[src/rtl/inst_fetch.sv]
// ---------------------------------------------------------------------------
// inst_fetch -- instruction fetch stage
//
// Holds the program counter and issues in-order word reads to instruction
// memory. Returned words are tagged with their PC and held in a small FIFO.
// The FIFO presents them to the IR loader over a valid/ready handshake.
// A redirect pulse flushes buffered and in-flight fetches and restarts
// fetch at a new PC.
//
// Optional feature macro: IFETCH_STALL_CNT_EN
//   When defined, the stall_cnt output is added. It is a saturating count of
//   cycles in which ir_ready=1 and ir_valid=0.
//
// Parameters
//   FIFO_DEPTH  fetch buffer entries (power of 2, >= 2). It also caps the
//               total of in-flight plus buffered words.
//   ADDR_W      word-address width of the PC and of instruction memory
//   RESET_PC    PC loaded on reset
//
// Ports
//   clk             system clock; all state changes on the rising edge
//   rst_n           asynchronous active-low reset
//   imem_req        read request this cycle (memory always accepts it)
//   imem_addr       word address of the request (the current PC)
//   imem_rvalid     read data valid; responses come back in request order
//   imem_rdata      instruction word
//   halt            stop issuing new requests while high
//   redirect_valid  one-cycle pulse: restart fetch at redirect_pc
//   redirect_pc     new PC
//   ir_valid        ir_data/ir_pc hold a fetched instruction
//   ir_ready        IR loader accepts this cycle
//   ir_data         instruction word to the IR
//   ir_pc           PC of ir_data
//   stall_cnt       (IFETCH_STALL_CNT_EN only) empty-while-ready cycle count
// ---------------------------------------------------------------------------
module inst_fetch #(
  parameter int                FIFO_DEPTH = 4,
  parameter int                ADDR_W     = 16,
  parameter logic [ADDR_W-1:0] RESET_PC   = '0
) (
  input  logic              clk,
  input  logic              rst_n,
  output logic              imem_req,
  output logic [ADDR_W-1:0] imem_addr,
  input  logic              imem_rvalid,
  input  logic [31:0]       imem_rdata,
  input  logic              halt,
  input  logic              redirect_valid,
  input  logic [ADDR_W-1:0] redirect_pc,
  output logic              ir_valid,
  input  logic              ir_ready,
  output logic [31:0]       ir_data,
  output logic [ADDR_W-1:0] ir_pc
`ifdef IFETCH_STALL_CNT_EN
  ,
  output logic [31:0]       stall_cnt
`endif
);

  localparam int PTR_W = $clog2(FIFO_DEPTH);
  localparam int CNT_W = PTR_W + 1;

  localparam logic [CNT_W-1:0]  CNT_ONE  = CNT_W'(1);
  localparam logic [PTR_W-1:0]  PTR_ONE  = PTR_W'(1);
  localparam logic [ADDR_W-1:0] ADDR_ONE = ADDR_W'(1);
  localparam logic [CNT_W-1:0]  FULL_CNT = CNT_W'(FIFO_DEPTH);
  localparam logic [CNT_W:0]    CREDITS  = (CNT_W + 1)'(FIFO_DEPTH);

  // Architectural state
  logic [ADDR_W-1:0] pc_reg, pc_next;
  logic [ADDR_W-1:0] resp_pc_reg, resp_pc_next;
  logic [CNT_W-1:0]  outstanding_reg, outstanding_next;
  logic [CNT_W-1:0]  discard_reg, discard_next;
  // Goes high one clock after reset release. This keeps imem_req low
  // during reset and the release cycle.
  logic              run_reg;

  // Fetch buffer
  logic [31:0]       data_mem [FIFO_DEPTH];
  logic [ADDR_W-1:0] pc_mem   [FIFO_DEPTH];
  logic [PTR_W-1:0]  wr_ptr_reg, wr_ptr_next;
  logic [PTR_W-1:0]  rd_ptr_reg, rd_ptr_next;
  logic [CNT_W-1:0]  count_reg, count_next;
  logic [FIFO_DEPTH-1:0] slot_we;

  logic [CNT_W:0] in_use;
  logic           issue;
  logic           push;
  logic           pop;

  // The credit check counts buffered words plus words still in flight.
  // A response therefore always finds room.
  // The check uses registered state only, so ir_ready never reaches imem_req.
  assign in_use   = {1'b0, count_reg} + {1'b0, outstanding_reg};
  assign issue    = run_reg && !halt && !redirect_valid && (in_use < CREDITS);
  assign imem_req = issue;
  assign imem_addr = pc_reg;

  // A response arriving with a redirect is dropped. Any earlier stale
  // responses are then dropped through discard_reg.
  assign push = imem_rvalid && !redirect_valid && (discard_reg == '0);
  assign pop  = ir_valid && ir_ready;

  assign ir_valid = (count_reg != '0);
  assign ir_data  = data_mem[rd_ptr_reg];
  assign ir_pc    = pc_mem[rd_ptr_reg];

  genvar gi;
  generate
    for (gi = 0; gi < FIFO_DEPTH; gi++) begin : g_slot_we
      assign slot_we[gi] = push && (wr_ptr_reg == PTR_W'(gi));
    end
  endgenerate

  always_comb begin
    pc_next          = pc_reg;
    resp_pc_next     = resp_pc_reg;
    outstanding_next = outstanding_reg;
    discard_next     = discard_reg;
    wr_ptr_next      = wr_ptr_reg;
    rd_ptr_next      = rd_ptr_reg;
    count_next       = count_reg;

    // Issue is blocked during a redirect. So at most one of +1/-1 applies
    // on a redirect cycle, and the redirect cycle needs no special case.
    if (issue && !imem_rvalid) begin
      outstanding_next = outstanding_reg + CNT_ONE;
    end else if (!issue && imem_rvalid) begin
      outstanding_next = outstanding_reg - CNT_ONE;
    end

    if (redirect_valid) begin
      pc_next      = redirect_pc;
      resp_pc_next = redirect_pc;
      // Every request still in flight after this cycle belongs to the old stream.
      discard_next = imem_rvalid ? (outstanding_reg - CNT_ONE) : outstanding_reg;
      wr_ptr_next  = '0;
      rd_ptr_next  = '0;
      count_next   = '0;
    end else begin
      if (issue) begin
        pc_next = pc_reg + ADDR_ONE;
      end
      if (imem_rvalid && (discard_reg != '0)) begin
        discard_next = discard_reg - CNT_ONE;
      end
      if (push) begin
        resp_pc_next = resp_pc_reg + ADDR_ONE;
        wr_ptr_next  = wr_ptr_reg + PTR_ONE;
      end
      if (pop) begin
        rd_ptr_next = rd_ptr_reg + PTR_ONE;
      end
      if (push && !pop) begin
        count_next = count_reg + CNT_ONE;
      end else if (!push && pop) begin
        count_next = count_reg - CNT_ONE;
      end
    end
  end

  always_ff @(posedge clk or negedge rst_n) begin
    if (!rst_n) begin
      run_reg         <= 1'b0;
      pc_reg          <= RESET_PC;
      resp_pc_reg     <= RESET_PC;
      outstanding_reg <= '0;
      discard_reg     <= '0;
      wr_ptr_reg      <= '0;
      rd_ptr_reg      <= '0;
      count_reg       <= '0;
    end else begin
      run_reg         <= 1'b1;
      pc_reg          <= pc_next;
      resp_pc_reg     <= resp_pc_next;
      outstanding_reg <= outstanding_next;
      discard_reg     <= discard_next;
      wr_ptr_reg      <= wr_ptr_next;
      rd_ptr_reg      <= rd_ptr_next;
      count_reg       <= count_next;
    end
  end

  // Storage is reset so that ir_data/ir_pc read as zero out of reset.
  always_ff @(posedge clk or negedge rst_n) begin
    if (!rst_n) begin
      for (int i = 0; i < FIFO_DEPTH; i++) begin
        data_mem[i] <= '0;
        pc_mem[i]   <= '0;
      end
    end else begin
      for (int i = 0; i < FIFO_DEPTH; i++) begin
        if (slot_we[i]) begin
          data_mem[i] <= imem_rdata;
          pc_mem[i]   <= resp_pc_reg;
        end
      end
    end
  end

`ifdef IFETCH_STALL_CNT_EN
  logic [31:0] stall_cnt_reg;

  always_ff @(posedge clk or negedge rst_n) begin
    if (!rst_n) begin
      stall_cnt_reg <= '0;
    end else if (ir_ready && !ir_valid && (stall_cnt_reg != '1)) begin
      stall_cnt_reg <= stall_cnt_reg + 32'd1;
    end
  end

  assign stall_cnt = stall_cnt_reg;
`endif

`ifndef SYNTHESIS
  // The credit rule should make these impossible. A hit here means a
  // memory or integration error.
  a_no_overflow: assert property (@(posedge clk) disable iff (!rst_n)
    !(push && (count_reg == FULL_CNT)));
  a_no_outstanding_underflow: assert property (@(posedge clk) disable iff (!rst_n)
    !(imem_rvalid && (outstanding_reg == '0)));
  a_discard_bounded: assert property (@(posedge clk) disable iff (!rst_n)
    discard_reg <= outstanding_reg);
`endif

endmodule

[config.mk]
export PLATFORM = sky130hd
export DESIGN_NAME = inst_fetch
export DESIGN_NICKNAME = d
export VERILOG_FILES = /design/src/rtl/inst_fetch.sv
export SDC_FILE = /design/constraint.sdc
export NUM_CORES = 1
export LEC_CHECK = 0
export ABC_AREA = 1
export BUFFER_PORTS_ARGS = -buffer_cell sky130_fd_sc_hd__buf_2
export CAP_MARGIN = 20
export CORE_ASPECT_RATIO = 0.5
export CORE_MARGIN = 4
export CORE_UTILIZATION = 45
export DETAILED_ROUTE_END_ITERATION = 8
export SETUP_SLACK_MARGIN = 0.02
export SLEW_MARGIN = 5
export SYNTH_ARGS = -nofsm -noshare
export SYNTH_HDL_FRONTEND = slang
export SYNTH_SLANG_ARGS = --single-unit
[constraint.sdc]
create_clock -name clk -period 2.16 [get_ports clk]
set_clock_uncertainty 0.15 [all_clocks]
set_input_delay 0.216 -clock clk [delete_from_list [all_inputs] [get_ports clk]]
set_output_delay 0.216 -clock clk [all_outputs]
set_load 0.1 [all_outputs]
==> impl.org <==
** CTS
- TritonCTS clock tree :: done
- After clock tree synthesis, the clock-pin slew on the worst setup and hold paths is 0.07 ns.
- Clock tree synthesis found a total of 238 sinks.
- The later pin in the worst-skew pair is clocked with a latency of 0.52 ns.
- Largest buffer count on any clock path :: 3
- In this run the number of H-tree levels came out at 1.
- The tree is rooted in a sky130_fd_sc_hd__clkbuf_16.
- Counting the buffers created by CTS gives 23.

** Pwr
- Total net switching power :: 11.0 mW
- Of the total power, registers draw 26.3%.
- Standby leakage power :: 7.19 nW
- Total power consumption of the routed design :: 23.7 mW
- Combinational logic is responsible for 55.9% of the overall power.
- The clock network accounts for 17.8% of the total power.
- The internal power of the cells totals 12.7 mW.
- Dividing total power by cell area gives a power density of 1540 nW/um^2.
- In this run switching power makes up 46.3% of total power.
- Peak supply drop :: 0.000934 V

** Layout
- Of the cells placed in the final design, the portion with a size suffix greater than 1 is 20.3%.
- Number of filler cells placed in the layout :: 1992
- Relative to the synthesized area, the layout overhead comes to 37.0%.
- In the final design database the tool counted 1596 nets.
- 0 antenna diodes ended up in the layout.
- Number of flip-flops in the largest register :: 128
- The register with the most flip-flops in the final layout is data_mem.
- In the final layout, the registers with the most flip-flops are data_mem x128, pc_mem x64.
- Post-layout utilization of the core :: 63.6%

** Global routing
- Entering global routing, the biggest net connects 69 pins.
- Across every metal layer, demand over resource in global routing totals 22.9%.
- The first global-routing pass estimated 52.0 mm of wire.
- The total overflow left after global routing is 0.
- The number of global-route vias before repair was 9931.
- Number of antenna violations at the first check in global routing :: 0

** Timing
- Tightest slew margin relative to the limit :: 59.6%
- Final hold vios :: 0
- Based on the critical path, the design can be clocked at up to 431 MHz.
- Crit path setup slack, layout :: -0.163 ns
- Setup repair after global routing could not meet its margin everywhere.
- After layout, the worst path uses 108% of the clock period.
- Pin slew with the least headroom to its limit :: 0.599 ns
- Number of failing setup endpoints in the final timing report :: 49
- The number of slew-limit violations in the final report was 0.
- Counting I/O delays and the setup requirement, the final critical path takes 2.32 ns.

** Synthesis
- Library cells used by synthesis :: 31
- Synth Area per Inst :: 8.30 um^2
- Top cells by instance count after synthesis :: 331 x sky130_fd_sc_hd__nand2_1, 238 x sky130_fd_sc_hd__dfrtp_1, 163 x sky130_fd_sc_hd__o21ai_1
- After technology mapping, the gate count stands at 1357.
- Post-Syn Area :: 11300 um^2
- Sequential area share after synthesis :: 52.9%
- Register bit total from synthesis :: 238
- In this run, synthesis inferred 0 flip-flops with an integrated enable.
- Proportion of synthesized flip-flops having asynchronous set or reset :: 100%
- Most common cell in the synthesized netlist :: sky130_fd_sc_hd__nand2_1
- Counting every net in the synthesized netlist gives 1425.
- For this run, the number of Yosys warnings is 0.
- The synthesized design devotes to its leading area cell type 52.9% of total area.
- Primary flip-flop cell chosen by synthesis mapping :: sky130_fd_sc_hd__dfrtp_1
- Of all cell types, the one taking the most synthesized area is sky130_fd_sc_hd__dfrtp_1.
- Sorting the synthesized cells by area gives the leading types as sky130_fd_sc_hd__dfrtp_1 53%, sky130_fd_sc_hd__nand2_1 11%, sky130_fd_sc_hd__o21ai_1 7.2%, sky130_fd_sc_hd__o21ai_0 6.9%, sky130_fd_sc_hd__nor2_1 4.5%.

** Routing
- In the routed design, unresolved DRC markers number 0.
- Number of vias per cell :: 5.31
- Before antenna repair, the detailed router went through 8 iterations.
- In this run the remaining antenna-violating nets after routing total 0.
- Dividing the detail-routed wire length by the instance count gives 16.7 um.
- In this run, the number of DRC markers left after iteration 0 of detailed routing was 806.
- Count of vias placed by the detailed router :: 9978
- The routed design has 31.5 mm of wire.

** Placed design
- Half-perimeter wire length of the detailed placement result :: 19.4 mm
- The congestion estimate from routability-driven global placement came to 0.823.
- Total of buffers placed on input and output ports :: 119

** Die
- The die covers 27800 um^2.
- Number of placed I/O pins :: 120
- Once the floorplan was initialized, standard cells occupied 46.4% of the core.
- Core ar. :: 24300 um^2
- Die outline width :: 232 um
- After floorplanning, the core was divided into 40 placement rows.
- The die is 120 um tall.

** Worst hold path
- The path class of the tightest hold or removal check is input pin to async pin.

** Setup path
- The critical path in this run is classified as flop to output port.
- Setup crit end kind :: output port
- STA puts the critical path data required time at 1.79 ns.
- Critical path peak fanout :: 14
- Critical Path Source Type :: flop
- At the worst endpoint, the arrival time is 1.96 ns.

** Outcome
- The final reports fail on negative setup slack.
- Status :: finished with violations

** Job
- Number of max-capacitance violations reported :: 0
cells by family after synthesis:
logic type               share of synthesized area (%)
AND/OR/NAND/NOR                                   19.1
XOR/XNOR                                         0.856
AO/OA/AOI/OAI                                     17.9
adder cells (fa/ha/maj)                           1.62
flip-flops                                        52.9
other                                           0.0333
buffers and inverters                             7.51
repair_timing:
item                                   in CTS  in global routing
cloned                                      4                  2
resized for setup                          49                 68
pin swaps                                   2                  8
endpoints found under the hold margin     400                  0
buffers inserted                            9                  7
hold buffers                               51                  0
setup endpoints to repair                  49                 51
worst max-delay path, cell delays in order, from the launching register on:
cell and delay [ns]:
sky130_fd_sc_hd__dfrtp_2 0.54, sky130_fd_sc_hd__buf_4 0.27, sky130_fd_sc_hd__o21ai_0 0.17, sky130_fd_sc_hd__o22ai_4 0.23
sky130_fd_sc_hd__buf_12 0.21
final timing paths:
| kind | cells past startpoint | slack, ns | startpoint | to |
|---|---|---|---|---|
| setup / recovery | 4 | -0.16 | rd_ptr_reg[0]$_DFFE_PN0P_ | ir_data[31] |
| hold / removal | 2 | 0.06 | rst_n | pc_mem[11]$_DFFE_PN0P_ |
| setup reg to reg | 14 | 0.12 | count_reg[2]$_DFFE_PN0P_ | count_reg[2]$_DFFE_PN0P_ |
| hold reg to reg | 2 | 0.33 | data_mem[52]$_DFFE_PN0P_ | data_mem[52]$_DFFE_PN0P_ |
| max in group asynchronous | 3 | 1.09 | rst_n | data_mem[75]$_DFFE_PN0P_ |
| min in group clk | 4 | 0.06 | imem_rvalid | discard_reg[2]$_DFFE_PN0P_ |
through the flow:
stage | setup slack, ns | instances | hold WS [ns] | instance area [um^2] | setup TNS [ns]
after CTS | -0.163 | 1871 | 0.0232 | 15200 | -6.44
after global routing | -0.231 | 1880 | 0.0888 | 15400 | -9.76
after detailed placement | 0.0375 | 1766 | 0.0393 | 13700 | 0
after floorplan | -0.0218 | 1357 | -0.230 | 11900 | -0.0218
final | -0.163 | 1880 | 0.0562 | 15400 | -6.46
after global placement | 0.107 | 1766 | 0.0338 | 13700 | 0
cells in the final DEF (no fill, tap or decap), drive strengths merged:
cell type	synthesis	routed
conb	1	1
a21oi	10	10
nand3	43	43
inv	93	93
nand2	335	335
o22ai	48	48
nor3b	1	1
xnor2	6	6
a31oi	3	3
xor2	5	5
o211ai	6	6
bufinv	0	3
dlygate4sd3	0	51
ha	13	13
buf	45	175
dfrtp	238	238
clkbuf	36	34
o21ai	319	319
nand4	10	10
fa	1	1
or2	1	1
nor3	4	4
nor2	138	138
clkinv	0	5
o21a	1	1
power by group through the flow:
| stage | sequential, mW | clock (mW) | combinational, mW |
|---|---|---|---|
| 3_3_place_gp | 6.21 | 0 | 12.4 |
| 5_1_grt | 6.37 | 4.50 | 14.0 |
| 2_1_floorplan | 6.43 | 0 | 8.43 |
| 3_5_place_dp | 6.26 | 0 | 12.5 |
| 6_report | 6.23 | 4.22 | 13.3 |
| 4_1_cts | 6.18 | 4.32 | 13.0 |
area by class of cell:
class / instances / area (um^2) / area share (%)
clock inverters: 8 / 115 / 0.746
repair buffers: 227 / 2670 / 17.3
clock buffers: 33 / 663 / 4.30
flip-flops and latches: 238 / 5960 / 38.6
well taps: 336 / 420 / 2.73
inverters: 93 / 354 / 2.30
multi-input cells: 945 / 5250 / 34.0
metal layers:
layer	up-vias	global-route usage [%]	routed length, um
met3	36	3.68	1370
li1	4856	-	-
met1	4847	32.2	14700
met4	0	4.63	508
met5	-	0	0
met2	239	37.9	14900
No activity file was read; power rests on OpenSTA's default activity.
